$ cat src/rtl/svc_rst_seq.sv
// Sequenced reset controller: holds every downstream domain in reset, then
// releases them one at a time in index order, each gated by its acknowledge.
module svc_rst_seq #(
  parameter int NUM_STAGES  = 3,
  parameter int HOLD_CYCLES = 4,
  parameter int GAP_CYCLES  = 2,
  parameter int ACK_TIMEOUT = 8
) (
  input  logic                  clk,
  input  logic                  rst,
  input  logic                  soft_rst_req,
  input  logic [NUM_STAGES-1:0] stage_ack,
  output logic [NUM_STAGES-1:0] rst_out,
  output logic                  done,
  output logic                  busy,
  output logic [NUM_STAGES-1:0] err
);

  localparam int HG_MAX  = (HOLD_CYCLES > GAP_CYCLES) ? HOLD_CYCLES : GAP_CYCLES;
  localparam int CNT_MAX = (HG_MAX > ACK_TIMEOUT) ? HG_MAX : ACK_TIMEOUT;
  localparam int CNT_W   = (CNT_MAX > 1) ? $clog2(CNT_MAX) : 1;
  localparam int IDX_W   = (NUM_STAGES > 1) ? $clog2(NUM_STAGES) : 1;

  localparam logic [CNT_W-1:0] HOLD_LAST = CNT_W'(HOLD_CYCLES - 1);
  localparam logic [CNT_W-1:0] GAP_LAST  = CNT_W'(GAP_CYCLES - 1);
  localparam logic [CNT_W-1:0] ACK_LAST  = CNT_W'(ACK_TIMEOUT - 1);
  localparam logic [IDX_W-1:0] IDX_LAST  = IDX_W'(NUM_STAGES - 1);

  typedef enum logic [1:0] {
    S_HOLD,
    S_WAIT_ACK,
    S_GAP,
    S_DONE
  } state_e;

  state_e                  state_q, state_d;
  logic [CNT_W-1:0]        cnt_q, cnt_d;
  logic [IDX_W-1:0]        idx_q, idx_d;
  logic [NUM_STAGES-1:0]   rst_out_q, rst_out_d;
  logic                    done_q, done_d;
  logic [NUM_STAGES-1:0]   err_q, err_d;

  always_comb begin
    // NOTE: every signal gets a default before any branch so no latch is inferred.
    state_d   = state_q;
    cnt_d     = cnt_q;
    idx_d     = idx_q;
    rst_out_d = rst_out_q;
    done_d    = done_q;
    err_d     = err_q;

    if (soft_rst_req) begin
      state_d   = S_HOLD;
      cnt_d     = '0;
      idx_d     = '0;
      rst_out_d = '1;
      done_d    = 1'b0;
      err_d     = '0;
    end else begin
      case (state_q)
        S_HOLD: begin
          if (cnt_q == HOLD_LAST) begin
            idx_d        = '0;
            rst_out_d[0] = 1'b0;
            cnt_d        = '0;
            state_d      = S_WAIT_ACK;
          end else begin
            cnt_d = cnt_q + CNT_W'(1);
          end
        end
        S_WAIT_ACK: begin
          // Only the stage currently being released is listened to.
          if (stage_ack[idx_q]) begin
            cnt_d   = '0;
            state_d = S_GAP;
          end else if (cnt_q == ACK_LAST) begin
            err_d[idx_q] = 1'b1;
            cnt_d        = '0;
            state_d      = S_GAP;
          end else begin
            cnt_d = cnt_q + CNT_W'(1);
          end
        end
        S_GAP: begin
          if (cnt_q == GAP_LAST) begin
            if (idx_q == IDX_LAST) begin
              done_d  = 1'b1;
              state_d = S_DONE;
            end else begin
              idx_d            = idx_q + IDX_W'(1);
              rst_out_d[idx_d] = 1'b0;
              cnt_d            = '0;
              state_d          = S_WAIT_ACK;
            end
          end else begin
            cnt_d = cnt_q + CNT_W'(1);
          end
        end
        S_DONE: begin
          state_d = S_DONE;
        end
      endcase
    end
  end

  always_ff @(posedge clk) begin
    // NOTE: state flops use non-blocking assignment so all of them update together.
    if (rst) begin
      state_q   <= S_HOLD;
      cnt_q     <= '0;
      idx_q     <= '0;
      rst_out_q <= '1;
      done_q    <= 1'b0;
      err_q     <= '0;
    end else begin
      state_q   <= state_d;
      cnt_q     <= cnt_d;
      idx_q     <= idx_d;
      rst_out_q <= rst_out_d;
      done_q    <= done_d;
      err_q     <= err_d;
    end
  end

  assign rst_out = rst_out_q;
  assign done    = done_q;
  assign err     = err_q;
  assign busy    = (state_q != S_DONE);

endmodule

$ cat config.mk
export PLATFORM = sky130hd
export DESIGN_NAME = svc_rst_seq
export DESIGN_NICKNAME = d
export VERILOG_FILES = /design/src/rtl/svc_rst_seq.sv
export SDC_FILE = /design/constraint.sdc
export NUM_CORES = 1
export LEC_CHECK = 0
export ABC_AREA = 1
export BUFFER_PORTS_ARGS = -buffer_cell sky130_fd_sc_hd__buf_2
export CORE_ASPECT_RATIO = 0.5
export CORE_MARGIN = 10
export CORE_UTILIZATION = 30
export CTS_BUF_LIST = sky130_fd_sc_hd__clkbuf_8 sky130_fd_sc_hd__clkbuf_16
export DETAILED_ROUTE_END_ITERATION = 10
export SKIP_LAST_GASP = 1
export SYNTH_ARGS = -nofsm -noshare
export SYNTH_HDL_FRONTEND = slang
export SYNTH_SLANG_ARGS = --single-unit
$ cat constraint.sdc
create_clock -name clk -period 2.95 [get_ports clk]
set_input_delay 0.1475 -clock clk [delete_from_list [all_inputs] [get_ports clk]]
set_output_delay 0.1475 -clock clk [all_outputs]
set_load 0.01 [all_outputs]
==> results of run 1 <==
==> cell families after synthesis <==
kind of cell,synth area share (%)
adders and majority gates,20.9
AOI/OAI and AO/OA,12.4
DFF,31.3
and+or+nand+nor,22.3
buffers and inverters,13.0
==> per-layer routing <==
metal / vias to the layer above / global-route usage (%) / part of all wire [%]
li1: 423 / - / -
met1: 318 / 7.30 / 50
met2: 10 / 11.4 / 43
met3: 5 / 2.91 / 4.9
met4: 0 / 3.70 / 2.4
met5: - / 0 / 0
==> power by group through the flow <==
stage / Clock (mW) / Combinational [mW] / Sequential [mW]
2_1_floorplan: 0 / 0.0127 / 0.196
6_report: 0.158 / 0.0191 / 0.192
3_5_place_dp: 0 / 0.0194 / 0.197
3_3_place_gp: 0 / 0.0195 / 0.197
4_1_cts: 0.163 / 0.0195 / 0.192
5_1_grt: 0.170 / 0.0224 / 0.193
==> per-stage QoR <==
stage	instance area [µm²]	cells	setup WS (ns)	hold slack [ns]	util [%]
after floorplan	896	128	1.55	0.297	-
after global placement	1010	178	1.38	0.432	37.1
after detailed placement	1010	178	1.36	0.437	37.1
after CTS	1050	181	1.34	0.185	38.6
after global routing	1050	181	1.15	0.198	38.6
final	1050	181	1.36	0.180	38.6
==> worst reg2reg max path: stages, from the launching register on <==
cell	delay [ns]
dfxtp_1	0.42
inv_1	0.10
ha_1	0.30
nand2_1	0.12
inv_1	0.04
nand2_1	0.09
nand2_2	0.10
nor3_1	0.15
nand2_1	0.08
a21oi_1	0.11
==> worst paths after layout <==
kind	slack [ns]	end	cells past startpoint
worst max register to register	1.36	cnt_q[1]	9
worst min register to register	0.44	rst_out[0]	2
worst max-delay path	1.36	cnt_q[1]	9
worst min-delay path	0.18	rst_out[2]	3
==> synthesized netlist by cell type <==
| master | count | share of area, % |
|---|---|---|
| nor2_2 | 1 | 0.70 |
| a21oi_2 | 1 | 0.98 |
| nand3_1 | 10 | 5.6 |
| o21ai_2 | 2 | 2.0 |
| nor2_1 | 7 | 2.9 |
| dfxtp_1 | 14 | 31 |
| nor3_1 | 2 | 1.1 |
| clkinv_1 | 1 | 0.42 |
| o21ai_1 | 1 | 0.56 |
| a21oi_1 | 11 | 6.1 |
| inv_1 | 30 | 13 |
| o21ai_0 | 5 | 2.8 |
| nand2_2 | 1 | 0.70 |
| ha_1 | 15 | 21 |
| nand2_1 | 27 | 11 |
==> placed cells by master, fill, tap and decap left out, types with 2 or more instances in the layout <==
master	instances
buf_2	13
inv_1	30
o21ai_2	2
a21oi_1	11
dfxtp_1	14
nor2_1	7
o21ai_0	5
clkbuf_8	3
nand2_1	27
nand3_1	10
ha_1	15
nor3_1	2
==> registers in the layout (all words and copies together), names as in the netlist <==
name	count
cnt_q	3
done	1
err	3
idx_q	2
rst_out	3
state_q	2
==> cell type report <==
type / count / area (µm²) / share of cell area (%)
Multi-Input combinational cell: 83 / 499 / 47.6
Tap cell: 37 / 46.3 / 4.42
Sequential cell: 14 / 280 / 26.7
Clock buffer: 3 / 41.3 / 3.94
Inverter: 31 / 116 / 11.1
Timing Repair Buffer: 13 / 65.1 / 6.21
==> results.json, run 1 <==
{
  "required_ns": 3.12,
  "port_buffers": 13,
  "startpoint": "state_q[0]",
  "grt_pass1_wl_mm": 3.15,
  "cellPowerDensity_nw_per_um2": 353,
  "post_cts_resize_count": 0,
  "drt-total-wl_mm": 1.78,
  "clock_sinks": 14,
  "cp_common_cell": "nand2_1",
  "min_path_type": "in2reg",
  "fp.dieH_um": 58.6,
  "ys_ff_latch": 14,
  "cp_cell_sequence": "inv_1 -> ha_1 -> nand2_1 -> inv_1 -> nand2_1 -> nand2_2 -> nor3_1 -> nand2_1 -> a21oi_1",
  "crit_fanout": 8,
  "p_sw_mw": 0.0811,
  "cts-root-buf": "clkbuf_8",
  "antenna_left": 0,
  "drc": 0,
  "cts_made_buffers": 3,
  "antenna_found_initial": 0,
  "critPathBufInv": 2,
  "max_stage_delay_ns": 0.42,
  "finalMaxSlewViolations": 0,
  "fillCellCount": 284,
  "setup_violations": 0,
  "viasPerCell": 4.18,
  "syn_to_final_growth_pct": 17.0,
  "period_needed_ns": 1.59,
  "cp-end-kind": "register",
  "avgSynthCellArea_um2": 7.00,
  "die_area_um2": 5700,
  "drtIter0Drc": 21,
  "grt_max_degree": 10,
  "syn-cell-area_um2": 896,
  "ios": 14,
  "rsz0062_at_grt": "false",
  "cts_setup_buffers": 0,
  "dr_total_vias": 756,
  "synthesis.nets": 149,
  "synthCells": 128,
  "fin_tns_setup_ns": 0,
  "p_comb_share_pct": 5.2,
  "status": "completed",
  "slew_headroom_pct": 71.6,
  "cts_hold_buf": 0,
  "grtUsageTotal_pct": 6.79,
  "routedWlPerCell_um": 9.83,
  "cap_violations": 0,
  "fmax_mhz": 627,
  "p_int_mw": 0.289,
  "initial_core_util_pct": 33.0,
  "yosysSeqAreaShare_pct": 31.3,
  "start_kind": "register",
  "core_area_um2": 2720,
  "grt-ovfl-total": 0,
  "cts_tree": "done",
  "worstMarginPinSlew_ns": 0.425,
  "fin_skew_ns": 0.000986,
  "ys_types": 15,
  "critPathKind": "reg2reg",
  "first_pass_iters": 4,
  "gp_congestion": 0.785,
  "critPathArrivalTime_ns": 1.77,
  "ir_drop_v": 0.000144,
  "htreeDepth": 1,
  "grt_pass1_vias": 748,
  "clkLatencyLatePin_ns": 0.24,
  "cellLeakagePower_nw": 0.501,
  "antennaDiodeCount": 0,
  "final.period_utilization_pct": 54.0,
  "dieWidth_um": 97.3,
  "hold_viol": 0,
  "crit_slowest_cell": "dfxtp_1",
  "hpwl_mm": 1.45,
  "yosysWarningCount": 0,
  "reg2reg_from": "state_q[0]",
  "rows": 13,
  "clockPowerShare_pct": 42.8,
  "critical-path-top-delay-family": "simple AND/OR/NAND/NOR gates",
  "nets": 167,
  "drive_gt1_share_pct": 14.6,
  "clk_path_buf_depth": 2,
  "switching_share_pct": 21.9,
  "clk_pin_slew_ns": 0.06,
  "hp-start": "rst",
  "fin_total_pwr_mw": 0.370,
  "pwr-share-seq_pct": 52.0
}
Power figures use the tool's default switching activity.
==> inputs of run 2 (changes only) <==
--- a/config.mk
+++ b/config.mk
@@ -5,7 +5,7 @@
 export SDC_FILE = /design/constraint.sdc
 export NUM_CORES = 1
 export LEC_CHECK = 0
-export ABC_AREA = 1
+export ABC_AREA = 0
 export BUFFER_PORTS_ARGS = -buffer_cell sky130_fd_sc_hd__buf_2
 export CORE_ASPECT_RATIO = 0.5
 export CORE_MARGIN = 10
==> constraint.sdc (replaced) <==
create_clock -name clk -period 1.6 [get_ports clk]
set_input_delay 0.08 -clock clk [delete_from_list [all_inputs] [get_ports clk]]
set_output_delay 0.08 -clock clk [all_outputs]
set_load 0.01 [all_outputs]
==> run 2 against run 1 <==
Compared with the run above: critical endpoint is now cnt_q[0]; combinational power up 100%; sequential share of layout area down 2.0 points; largest power group unchanged; wire length up 5.5%; sequential cell count unchanged; die area down 4.9%.
==> results.json, run 2 <==
{
  "cp_common_cell": "ha_1",
  "synthCells": 91,
  "initial_core_util_pct": 31.7,
  "ys_ff_latch": 14,
  "hold_viol": 0,
  "clk_path_buf_depth": 2,
  "ios": 14,
  "synthFlopType": "dfxtp_1",
  "path_depth": 6,
  "hpwl_mm": 1.45,
  "worstMarginPinSlew_ns": 0.339,
  "status": "completed",
  "clkLatencyLatePin_ns": 0.25,
  "grt_pass1_wl_mm": 3.31,
  "yosysWarningCount": 0,
  "antenna_left": 0,
  "antennaDiodeCount": 0,
  "final.period_utilization_pct": 97.9,
  "cts_made_buffers": 3,
  "grtUsageTotal_pct": 7.50,
  "synth_area_leader_cell": "dfxtp_1",
  "synth_area_leaders": "dfxtp_1, ha_1, inv_1",
  "drt-total-wl_mm": 1.88,
  "port_buffers": 13,
  "fillCellCount": 257,
  "cts_tree": "done",
  "ys_types": 32,
  "htreeDepth": 1,
  "r2r_cells": 6,
  "synth_edf_count": 0,
  "crit_slowest_cell": "a311o_1",
  "max_stage_delay_ns": 0.36,
  "startpoint": "cnt_q[0]",
  "dr_total_vias": 732,
  "switching_share_pct": 20.8,
  "clk_pin_slew_ns": 0.06,
  "regArea_um2": 285,
  "critPathKind": "reg2reg",
  "drive_gt1_share_pct": 40.2,
  "min_path_type": "in2reg",
  "fin_total_pwr_mw": 0.742,
  "drc": 0,
  "synthesis.nets": 112,
  "cellPowerDensity_nw_per_um2": 643,
  "yosysSeqAreaShare_pct": 33.5,
  "start_kind": "register",
  "postPlaceCellArea_um2": 1050,
  "post-synth-top-count-cell": "ha_1",
  "reg2reg_from": "cnt_q[0]",
  "syn-cell-area_um2": 836,
  "clockPowerShare_pct": 47.2,
  "dieWidth_um": 94.6,
  "p_sw_mw": 0.154,
  "final_common_cell": "buf_4",
  "cellLeakagePower_nw": 0.490,
  "grt-ovfl-total": 0,
  "clock_sinks": 14,
  "cts_hold_buf": 0,
  "crit_fanout": 4,
  "fin_skew_ns": 0.00143,
  "p_comb_share_pct": 5.1,
  "fp.dieH_um": 57.3,
  "netlist_top_cells_count": "ha_1, dfxtp_1, inv_1",
  "ir_drop_v": 0.000197,
  "rsz0062_at_grt": "true",
  "cp-end-kind": "register",
  "die_area_um2": 5430,
  "routedWlPerCell_um": 11.8,
  "first_pass_iters": 4,
  "avgSynthCellArea_um2": 9.18,
  "fmax_mhz": 639,
  "viasPerCell": 4.60,
  "final_cell_mix": "buf_4, buf_2, ha_1",
  "finalMaxSlewViolations": 0,
  "cap_violations": 0,
  "grt_max_degree": 10,
  "synth_async_sr_flop_share_pct": 0,
  "critPathArrivalTime_ns": 1.75,
  "holdPathStages": 4,
  "final_cell_area_um2": 1150,
  "reg2reg_slack_ns": 0.03,
  "antenna_found_initial": 0,
  "critical-path-top-delay-family": "compound AO/OA/AOI/OAI gates",
  "syn_to_final_growth_pct": 38.0,
  "required_ns": 1.78,
  "core_area_um2": 2640,
  "critPathBufInv": 1,
  "period_needed_ns": 1.57,
  "p_int_mw": 0.587,
  "setup_violations": 0,
  "cts-root-buf": "clkbuf_8",
  "grt_pass1_vias": 737,
  "hp-start": "rst",
  "cp_cell_sequence": "ha_1 -> ha_1 -> inv_1 -> o2111ai_2 -> a311o_1 -> o21ai_2",
  "multi_input_area_um2": 544,
  "nets": 144,
  "rows": 13,
  "slew_headroom_pct": 77.4,
  "gp_congestion": 0.740,
  "pwr-share-seq_pct": 47.7,
  "synth.top_cell.area_share_pct": 33.5,
  "drtIter0Drc": 33
}
-- run 2: final cells by class --
cell class                      count  area share (%)
Multi-Input combinational cell     65            47.2
Sequential cell                    14            24.7
Timing Repair Buffer               28            15.7
Clock buffer                        4            4.77
Tap cell                           37            4.01
Inverter                           11            3.58
-- run 2: cells by family (layout without fill, tap and decap cells) --
kind of cell / Yosys count / after routing / share of synthesized area, %
AND/OR/NAND/NOR: 28 / 28 / 19.0
multiplexers: 1 / 1 / 1.20
buffers and inverters: 12 / 43 / 5.39
adder cells (fa/ha/maj): 15 / 15 / 22.5
AO/OA/AOI/OAI: 21 / 21 / 18.4
flip-flops: 14 / 14 / 33.5
-- run 2: power groups by stage --
stage	clock [mW]	combinational (mW)	sequential, mW
after CTS	0.359	0.0370	0.353
after floorplan	0	0.0195	0.362
final	0.350	0.0382	0.354
after detailed placement	0	0.0365	0.361
after global placement	0	0.0359	0.361
after global routing	0.371	0.0442	0.354
-- run 2: metal layers --
metal,global-route usage (%),up-vias,part of all wire [%]
li1,-,384,-
met1,8.19,336,46
met2,13.3,10,48
met3,2.61,2,5.1
met4,2.54,0,1.2
met5,0,-,0
-- run 2: metrics by stage --
stage	setup slack (ns)	cells	hold slack, ns	util (%)	setup TNS (ns)
floorplan	0.00783	91	0.256	-	0
global placement	-0.0253	154	0.429	40.0	-0.0420
detailed placement	-0.0248	154	0.432	40.0	-0.0436
CTS	0.00272	158	0.184	42.4	0
global route	-0.0517	159	0.210	43.8	-0.148
finish	0.0340	159	0.188	43.8	0
-- run 2: worst paths after layout --
check / end
setup / recovery: cnt_q[0]
hold / removal: rst_out[2]
setup reg to reg: cnt_q[0]
hold reg to reg: rst_out[2]
-- run 2: worst register-to-register path: stages (launching register included) --
cell       delay (ns)
dfxtp_1          0.33
ha_1             0.25
ha_1             0.19
inv_1            0.09
o2111ai_2        0.15
a311o_1          0.36
o21ai_2          0.14
-- run 2: repair_timing --
item / in CTS / in global routing
endpoints found under the setup margin: 4 / 11
resized for setup: 2 / 10
pin swaps: 1 / 2
setup buffers: 0 / 1
cloned: 0 / 0
